--- src/rtl/toeplitz_pkg.sv ---
// Shared definitions for the Toeplitz accumulator datapath.
//   DEF_*      : default BS / N / L / STRIDE parameter values
//   DEF_STEP_W : step-counter width for the default configuration
//   state_e    : accumulator FSM state encoding
//   step_w()   : step-counter width for an arbitrary N / STRIDE pair
package toeplitz_pkg;

  localparam int unsigned DEF_BS     = 64;
  localparam int unsigned DEF_N      = 256;
  localparam int unsigned DEF_L      = 128;
  localparam int unsigned DEF_STRIDE = 4;
  localparam int unsigned DEF_STEP_W = $clog2(DEF_N / DEF_STRIDE);

  typedef enum logic {
    IDLE  = 1'b0,
    ACCUM = 1'b1
  } state_e;

  // A one-step block still needs a 1-bit counter.
  function automatic int unsigned step_w(input int unsigned n, input int unsigned stride);
    return ((n / stride) > 1) ? $clog2(n / stride) : 1;
  endfunction

endpackage

--- src/rtl/word_buf2.sv ---
// Two-entry raw data word buffer: a holding register behind a shift register.
// The shift register presents STRIDE bits per pop, LSB first.
//   clk_i, rst_i      : clock, asynchronous active-high reset
//   din_i/din_valid_i : incoming word and its valid
//   din_ready_o       : low during reset and when both entries are occupied
//   pop_i             : consume the STRIDE bits on bits_o
//   bits_o            : next STRIDE data bits
//   empty_o           : shift register holds no data
module word_buf2
  import toeplitz_pkg::*;
#(
  parameter int unsigned BS     = DEF_BS,
  parameter int unsigned STRIDE = DEF_STRIDE
) (
  input  logic              clk_i,
  input  logic              rst_i,
  input  logic [BS-1:0]     din_i,
  input  logic              din_valid_i,
  output logic              din_ready_o,
  input  logic              pop_i,
  output logic [STRIDE-1:0] bits_o,
  output logic              empty_o
);

  localparam int unsigned CHUNKS = BS / STRIDE;
  localparam int unsigned CNT_W  = $clog2(CHUNKS + 1);

  logic [BS-1:0]    sh_q, sh_d;
  logic [CNT_W-1:0] cnt_q, cnt_d;     // STRIDE-bit chunks left in sh_q
  logic [BS-1:0]    hold_q, hold_d;
  logic             hold_vld_q, hold_vld_d;
  logic             en_q;             // keeps din_ready low until the first edge after reset
  logic             push;

  // The holding register is only ever occupied while the shift register is,
  // so "both full" reduces to hold_vld_q.
  assign empty_o     = (cnt_q == '0);
  assign bits_o      = sh_q[STRIDE-1:0];
  assign din_ready_o = en_q && !(hold_vld_q && !empty_o);
  assign push        = din_valid_i && din_ready_o;

  always_comb begin
    sh_d       = sh_q;
    cnt_d      = cnt_q;
    hold_d     = hold_q;
    hold_vld_d = hold_vld_q;
    if (pop_i && !empty_o) begin
      if (cnt_q == CNT_W'(1)) begin
        // Last chunk drained: reload from the holding register in the same cycle.
        if (hold_vld_q) begin
          sh_d       = hold_q;
          cnt_d      = CNT_W'(CHUNKS);
          hold_vld_d = 1'b0;
        end else begin
          cnt_d = '0;
        end
      end else begin
        sh_d  = sh_q >> STRIDE;
        cnt_d = cnt_q - CNT_W'(1);
      end
    end
    // A new word goes straight into the shift register if it will be empty,
    // otherwise into the (then necessarily free) holding register.
    if (push) begin
      if (cnt_d == '0) begin
        sh_d  = din_i;
        cnt_d = CNT_W'(CHUNKS);
      end else begin
        hold_d     = din_i;
        hold_vld_d = 1'b1;
      end
    end
  end

  always_ff @(posedge clk_i or posedge rst_i) begin
    if (rst_i) begin
      sh_q       <= '0;
      cnt_q      <= '0;
      hold_q     <= '0;
      hold_vld_q <= 1'b0;
      en_q       <= 1'b0;
    end else begin
      sh_q       <= sh_d;
      cnt_q      <= cnt_d;
      hold_q     <= hold_d;
      hold_vld_q <= hold_vld_d;
      en_q       <= 1'b1;
    end
  end

endmodule

--- src/rtl/toeplitz_acc.sv ---
// Toeplitz hash accumulator: GF(2) matrix-vector product of an N-bit block
// against Toeplitz columns supplied STRIDE per cycle by free-running
// column generators. One L-bit hash is produced per block.
//   clk, reset              : clock, asynchronous active-high reset
//   cols                    : STRIDE columns, slice k = column c+k
//   col_first               : slice 0 carries column 0 this cycle
//   din/din_valid/din_ready : raw data word stream (bit i of word w = block bit w*BS+i)
//   hash/hash_valid/hash_ready : completed-block result handshake
//   err_underrun            : sticky, block aborted for lack of data
//   err_overrun             : sticky, completed hash dropped (output full)
// Requires BS % STRIDE == 0 and N % BS == 0.
module toeplitz_acc
  import toeplitz_pkg::*;
#(
  parameter int unsigned BS     = DEF_BS,
  parameter int unsigned N      = DEF_N,
  parameter int unsigned L      = DEF_L,
  parameter int unsigned STRIDE = DEF_STRIDE
) (
  input  logic                clk,
  input  logic                reset,
  input  logic [STRIDE*L-1:0] cols,
  input  logic                col_first,
  input  logic [BS-1:0]       din,
  input  logic                din_valid,
  output logic                din_ready,
  output logic [L-1:0]        hash,
  output logic                hash_valid,
  input  logic                hash_ready,
  output logic                err_underrun,
  output logic                err_overrun
);

  localparam int unsigned STEPS  = N / STRIDE;
  localparam int unsigned STEP_W = step_w(N, STRIDE);
  localparam logic [STEP_W-1:0] LAST_STEP = STEP_W'(STEPS - 1);

  state_e            state_q, state_d;
  logic [STEP_W-1:0] step_q, step_d;
  logic [L-1:0]      acc_q, acc_d;
  logic [L-1:0]      hash_q, hash_d;
  logic              hv_q, hv_d;
  logic              eu_q, eu_d;
  logic              eo_q, eo_d;

  logic              do_step;
  logic              buf_empty;
  logic [STRIDE-1:0] bits;
  logic [L-1:0]      contrib;
  logic [L-1:0]      acc_next;

  word_buf2 #(
    .BS    (BS),
    .STRIDE(STRIDE)
  ) u_buf (
    .clk_i      (clk),
    .rst_i      (reset),
    .din_i      (din),
    .din_valid_i(din_valid),
    .din_ready_o(din_ready),
    .pop_i      (do_step),
    .bits_o     (bits),
    .empty_o    (buf_empty)
  );

  // XOR of the columns selected by this step's data bits; step 0 (taken
  // from IDLE) starts from a zero accumulator.
  always_comb begin
    contrib = '0;
    for (int unsigned k = 0; k < STRIDE; k++) begin
      if (bits[k]) contrib = contrib ^ cols[k*L +: L];
    end
    acc_next = ((state_q == IDLE) ? '0 : acc_q) ^ contrib;
  end

  always_comb begin
    state_d = state_q;
    step_d  = step_q;
    acc_d   = acc_q;
    hash_d  = hash_q;
    hv_d    = hv_q;
    eu_d    = eu_q;
    eo_d    = eo_q;
    do_step = 1'b0;

    if (hv_q && hash_ready) hv_d = 1'b0;

    unique case (state_q)
      IDLE: begin
        if (col_first && !buf_empty) do_step = 1'b1;
      end
      ACCUM: begin
        if (buf_empty) begin
          // Starved mid-block: abort, keep any words that arrive later.
          eu_d    = 1'b1;
          acc_d   = '0;
          step_d  = '0;
          state_d = IDLE;
        end else begin
          do_step = 1'b1;
        end
      end
      default: state_d = IDLE;
    endcase

    if (do_step) begin
      if (step_q == LAST_STEP) begin
        acc_d   = '0;
        step_d  = '0;
        state_d = IDLE;
        // A new result overrides the clear from a same-cycle handshake.
        if (!hv_q || hash_ready) begin
          hash_d = acc_next;
          hv_d   = 1'b1;
        end else begin
          eo_d = 1'b1;
        end
      end else begin
        acc_d   = acc_next;
        step_d  = step_q + STEP_W'(1);
        state_d = ACCUM;
      end
    end
  end

  always_ff @(posedge clk or posedge reset) begin
    if (reset) begin
      state_q <= IDLE;
      step_q  <= '0;
      acc_q   <= '0;
      hash_q  <= '0;
      hv_q    <= 1'b0;
      eu_q    <= 1'b0;
      eo_q    <= 1'b0;
    end else begin
      state_q <= state_d;
      step_q  <= step_d;
      acc_q   <= acc_d;
      hash_q  <= hash_d;
      hv_q    <= hv_d;
      eu_q    <= eu_d;
      eo_q    <= eo_d;
    end
  end

  assign hash         = hash_q;
  assign hash_valid   = hv_q;
  assign err_underrun = eu_q;
  assign err_overrun  = eo_q;

endmodule

--- config.mk ---
export PLATFORM = sky130hd
export DESIGN_NAME = toeplitz_acc
export DESIGN_NICKNAME = d
export VERILOG_FILES = /design/src/rtl/toeplitz_pkg.sv /design/src/rtl/word_buf2.sv /design/src/rtl/toeplitz_acc.sv
export SDC_FILE = /design/constraint.sdc
export NUM_CORES = 1
export LEC_CHECK = 0
export ABC_AREA = 1
export CAP_MARGIN = 20
export CORE_AREA = 4 4 276 278
export DETAILED_ROUTE_END_ITERATION = 10
export DIE_AREA = 0 0 280 282
export PLACE_DENSITY = 0.73
export SYNTH_ARGS = -nofsm -noshare
export SYNTH_HDL_FRONTEND = slang
export SYNTH_HIERARCHICAL = 1
export SYNTH_SLANG_ARGS = --single-unit
--- constraint.sdc ---
create_clock -name clk -period 18.5 [get_ports clk]
set_input_delay 2.775 -clock clk [delete_from_list [all_inputs] [get_ports clk]]
set_output_delay 2.775 -clock clk [all_outputs]
set_load 0.05 [all_outputs]
### Yosys cells after proc, flatten, opt, wreduce, memory -nomap -nowiden

Cells that the tools add are included.

| cells by class | value |
|---|---|
| $add $sub $neg | 2 |
| equality and inequality tests | 2 |
| multiplexer cells | 37 |
| bitwise logic cells | 7 |
| reductions and logical operators | 19 |

Operators with widths:

| operator | number |
|---|---|
| $mux W128 | 9 |
| $xor A128 B128 Y128 | 4 |
| $mux W64 | 5 |
| $mux W5 | 5 |
| $mux W6 | 4 |
| $mux W1 | 13 |
| $logic_not A5 Y1 | 2 |
| $add A6 B1 Y6 const B | 1 |
| $eq A6 B6 Y1 const B | 1 |
| $logic_and A1 B1 Y1 | 6 |
| $reduce_and A2 Y1 | 3 |
| $reduce_and A3 Y1 | 2 |
| $eq A5 B1 Y1 const B | 1 |
| $sub A5 B1 Y5 const B | 1 |
| $reduce_bool A2 Y1 | 2 |
| $logic_not A1 Y1 | 3 |
| $not A1 Y1 | 3 |
| $pmux W1 S2 | 1 |
| $logic_or A1 B1 Y1 | 1 |

| storage, ports and cells | value |
|---|---|
| flip-flop bits (word level) | 401 |
| bits of input ports | 581 |
| output and inout port bits | 132 |
| word-level logic and storage cells | 79 |

### Longest topological paths before layout

| logic depth | value |
|---|---|
| word-level depth | 10 |
| mapped depth | 18 |
| gate-level depth less buffers | 16 |

### By module

Netlist, hierarchy kept.

By module, submodules not included:

| module | instances | cells each | area each (µm²) | sequential area each (µm²) |
|---|---|---|---|---|
| toeplitz_acc | 1 | 4,180 | 23,224.8 | 6,656.4 |
| word_buf2 | 1 | 992 | 7,477.2 | 3,378.2 |

### Worst setup path before layout

No wires, ideal clock.

| path | value |
|---|---|
| kind | register to output |
| start point | register u_buf.cnt_q[0] |
| end point | output port din_ready |
| arrival | 1,714 ps |
| data required time | 15,725 ps |
| setup slack | 14,011 ps |
| stages on the path, launching flop included | 7 |
| path buffers | 0 |
| cells stage by stage | dfrtp_1 -> inv_1 -> ha_1 -> inv_1 -> nor2_1 -> nand2_4 -> a21boi_1 |

| between the ends | value |
|---|---|
| longest elaborated chain between the ends | 5 |

Ends and longest elaborated chain:

| item | line | source |
|---|---|---|
| from (decl) | word_buf2.sv:29 | `logic [CNT_W-1:0] cnt_q, cnt_d;` |
| from (signal assigned) | word_buf2.sv:84 | `cnt_q <= cnt_d;` |
| $logic_not A5 Y1 | word_buf2.sv:37 | `assign empty_o = (cnt_q == '0);` |
| $logic_not A1 Y1 | word_buf2.sv:39 | `assign din_ready_o = en_q && !(hold_vld_q && !empty_o);` |
| $logic_and A1 B1 Y1 | word_buf2.sv:39 |  |
| $logic_not A1 Y1 | word_buf2.sv:39 |  |
| $logic_and A1 B1 Y1 | word_buf2.sv:39 |  |
| to (decl) | toeplitz_acc.sv:26 | `output logic din_ready,` |

Every way passes these cells.

### Final worst setup path

| path | value |
|---|---|
| start point | input port col_first |
| end point | register u_buf.hold_q[39] |

| between the ends | value |
|---|---|
| longest elaborated chain between the ends | 8 |

Ends and longest elaborated chain:

| item | line | source |
|---|---|---|
| from (decl) | toeplitz_acc.sv:23 | `input logic col_first,` |
| $logic_and A1 B1 Y1 | toeplitz_acc.sv:90 | `if (col_first && !buf_empty) do_step = 1'b1;` |
| $mux W1 | toeplitz_acc.sv:90 |  |
| $pmux W1 S2 | toeplitz_acc.sv:88 | `unique case (state_q)` |
| named net do_step | toeplitz_acc.sv:46 | `logic do_step;` |
| $logic_and A1 B1 Y1 | word_buf2.sv:47 | `if (pop_i && !empty_o) begin` |
| $mux W5 | word_buf2.sv:47 |  |
| $logic_not A5 Y1 | word_buf2.sv:65 | `if (cnt_d == '0) begin` |
| $not A1 Y1 (no line) | -- |  |
| $reduce_and A2 Y1 (no line) | -- |  |
| to (signal assigned) | word_buf2.sv:85 | `hold_q <= hold_d;` |
| to (decl) | word_buf2.sv:30 | `logic [BS-1:0] hold_q, hold_d;` |

The timed path passes the listed nets, and every way through them passes these cells.
A chain may end at the register's enable or synchronous reset.

==> flow_results.org <==
** Setup path
- The worst setup path is captured at a flop.
- Counting stages on the worst path, the most repeated cell is buf_4.
- The critical path is of the in2reg type.
- Startpoint types :: input port
- Crit. Startpoint :: col_first
- At the worst endpoint, the arrival time is ~6900 ps.
- Worst R2R Start :: u_buf/cnt_q[0]$_DFF_PP0_
- Slowest stage delay, CP :: around 640 ps
- Of all nets on the critical path, the largest fanout is between 60 and 70.
- Required time at the worst-slack endpoint :: about 19000 ps
- Slowest cell on the critical path :: buf_4
- Crit path cell chain :: clkdlybuf4s50_1 > nor2_1 > nor2_4 > nand3_2 > buf_4 > nor2_1 > nor2_4 > buf_4 > nand3_2 > buf_4 > nand2_2 > buf_4 > nand2_1 > nand2_1

** STA
- Measured against its own limit, the worst slew margin works out to 29.79%.
- The final count of hold timing violations was 0.
- In the final timing run, aggregate negative setup slack is 0 ps.
- Of the available clock period, the critical path in the final layout requires between 30% and 40%.
- Slew at the pin closest to its max-slew limit :: approximately 1100 ps
- Fin Clk Skew :: 40.93 ps
- Post-layout minimum cycle time :: between 6000 and 7000 ps
- Static timing analysis puts the maximum clock frequency at roughly 160 MHz.
- Count of final setup violators :: 0
- Setup repair after global routing left no endpoint under its margin.
- In the post-route analysis, the smallest setup slack over all paths is around 12000 ps.
- The final number of max-transition violations is 0.

** Yosys
- Largest area contributor in the netlist :: nand2_1
- Number of cells produced by synthesis :: a little over 5000
- Mapped Nets :: ~5800
- Post-Syn Area per Cell :: 5.936 um2
- Prevailing post-synth register cell :: dfrtp_1
- Number of warning messages in the yosys log :: 6
- Cell with the most instances after synthesis :: nand2_1
- Number of distinct library cells after synthesis :: 35
- In this run, synthesis produced a sequential element count of about 400.
- Counting flops with a built-in enable in the synthesized netlist gives 0.
- Leading post-synthesis cells by instance count :: nand2_1, nand3_1, inv_1
- Cell area after technology mapping :: 30700 um2
- Share of the yosys chip area belonging to registers :: 32.68%
- By area the synthesized netlist is led by nand2_1, dfrtp_1, nand3_1.
- Area share of the largest cell type after synthesis :: between 30% and 40%
- After synthesis, the share of flip-flops with an asynchronous set or reset is 100.0%.

** CTS
- Cts bufs inserted :: 47
- Number of hold buffers added after CTS :: 0
- The tree is rooted in a clkbuf_16.
- The clock reaches the later pin of the worst-skew pair after a little under 600 ps.
- Buffers from clock root to sink, at most :: 3
- The number of setup buffers added after CTS is 0.
- Total number of H-tree levels :: 2
- Clock-pin slew was measured on the worst setup and hold paths at 60 ps.
- TritonCTS built the clock tree.
- Number of clock sinks :: ~400
- Once the clock tree was built, the resizer swapped 0 gates to a different size.

** Drt
- DR top layer :: met5
- The pre-antenna-repair detailed-routing pass consisted of 5 iterations.
- Number of nets with antenna violations after detailed routing :: 0
- In the final routing, the length of wire on met1 measures between 40000 and 50000 um.
- Wire length reported by the detailed router :: ~110000 um
- In the routed design, unresolved DRC markers number 0.
- Routed length on met3 :: around 8000 um
- Number of vias per cell :: 5.103
- In the final routed layout, each cell accounts on average for 16.34 um.
- Length of routed met2 wiring :: roughly 53000 um
- Across all layers, the routed design uses between 30000 and 40000 vias.
- DRT iter0 DRCs :: 2380

** Floorplanning
- Rows :: 100
- Total core area :: approximately 74000 um2
- Die Span X :: between 200 and 300 um
- Starting Density :: a little over 40%
- The floorplan step defined a die boundary enclosing 78960 um2.
- Number of top-level pins :: 713
- Y dimension of the die :: ~280 um

** Power
- Worst-case vdd ir drop :: 0.00009530 V
- Reported leakage power :: about 22 nW
- PD cells :: roughly 130 nW/um2
- Total power :: between 4 and 5 mW

** GRT
- Overall routing resource usage :: 26.38%
- Remaining global-route overflow :: 0
- The via count of the first global-routing pass came to 32020.
- The initial antenna violation count is 19.
- The first global-routing pass estimated approximately 170000 um of wire.
- Maximum number of pins on one net before global-route repair :: 130

** Placed design
- Timing analysis after detailed placement gives a worst setup slack of between 10000 and 15000 ps.
- PortBufs :: a little over 700
- Placer Congestion :: ~0.9
- In this run the cell area measured after placement is ~38000 um2.
- HPWL after detailed placement :: a little under 80000 um
- Cell count after placement :: roughly 6600

** Layout
- Across the whole layout, storage elements account for ~10000 um2.
- After the flow finishes, the layout carries non-filler instances totaling slightly below 7000.
- Post-synthesis to final-layout area growth :: 29.00%
- Once layout is done, the placed cells without fillers occupy just under 40000 um2.
- Count of filler cells inserted in the layout :: about 7200
- Combined area of the multi-input logic cells :: 17530 um2
- Fraction of final layout cells with drive strength greater than 1 :: 2.414%
- After the last flow step, the layout net total stands at between 6000 and 7000.

** Min path
- In this run the worst hold path is classified as reg2reg.
- In this run the most critical hold path is launched from err_underrun$_DFFE_PP0P_.

** Job
- Maxcap violations :: 0

** Outcome
- Result of the run :: finished clean
==> final timing paths <==
kind,to,slack (ps),depth (start not counted)
worst max-delay path,u_buf/hold_q[39]$_DFFE_PP0P_,12120,14
min in group asynchronous,err_overrun$_DFFE_PP0P_,2690,2
max in group asynchronous,hash[11]$_DFFE_PP0P_,13960,5
worst min register to register,err_underrun$_DFFE_PP0P_,450,1
worst max register to register,u_buf/hold_q[39]$_DFFE_PP0P_,13710,18
worst min-delay path,err_underrun$_DFFE_PP0P_,450,1
==> cell usage in the layout (no fill, tap or decap), types with 4 or more instances in the layout <==
cell type	count
nand2_1	2945
clkdlybuf4s50_1	712
nand3_1	711
inv_1	464
dfrtp_1	395
xnor2_1	130
nand4_1	66
o221ai_1	57
clkbuf_16	47
nor2_1	41
o21ai_0	40
buf_4	29
a21oi_1	27
diode_2	15
clkbuf_8	12
clkbuf_1	9
nor2_4	7
clkinv_2	7
dfrtp_4	6
nand3_2	4
ha_1	4
o21ai_1	4
o22ai_1	4
==> cell type report <==
| class | count | area share (%) |
|---|---|---|
| inverter | 470 | 4.486 |
| multi-input combinational | 4060 | 44.26 |
| antenna | 15 | 0.09477 |
| timing repair buffer | 744 | 18.73 |
| sequential | 401 | 25.39 |
| tap | 969 | 3.061 |
| clock inverter | 15 | 0.4960 |
| clock buffer | 68 | 3.472 |
==> state kept, by name, summed over array words and instances, names as in the netlist <==
| name | count |
|---|---|
| u_buf/hold_vld_q | 1 |
| acc_q | 128 |
| err_underrun | 1 |
| err_overrun | 1 |
| u_buf/en_q | 1 |
| u_buf/hold_q | 64 |
| hash_valid | 1 |
| u_buf/cnt_q | 5 |
| step_q | 6 |
| u_buf/sh_q | 64 |
| hash | 128 |
| state_q | 1 |
==> worst max-delay path, delay by kind of cell <==
family,cells,cell delay [ps]
buf+inv,5,2540
simple gates,9,1440
==> metal layers <==
layer	track usage (%)	vias to the layer above
met5	0	-
met4	10.33	12
met3	4.711	239
met2	45.57	1140
met1	32.94	15790
li1	-	17220
==> cells by family after synthesis <==
| family | synth area share [%] |
|---|---|
| buffers and inverters | 10.33 |
| AO/OA/AOI/OAI | 3.069 |
| XOR/XNOR | 3.709 |
| other | 0.01221 |
| multiplexers | 0.03260 |
| flip-flops | 32.68 |
| adder cells (fa/ha/maj) | 0.1630 |
| AND/OR/NAND/NOR | 50.00 |
==> metrics by stage <==
stage	hold WS (ps)	utilization (%)
floorplan	441.6	-
global placement	438.2	51.31
detailed placement	447.7	51.31
CTS	458.3	53.43
global route	460.5	53.53
finish	453.8	53.56
==> report_power, final <==
| group | switching [mW] | internal, mW | leakage (nW) | total (mW) |
|---|---|---|---|---|
| Clock | 0.390 | 0.559 | 0.773 | 0.949 |
| Sequential | 0.239 | 1.20 | 5.19 | 1.44 |
| Combinational | 1.73 | 0.845 | 16.2 | 2.57 |
No activity file was read; power rests on OpenSTA's default activity.
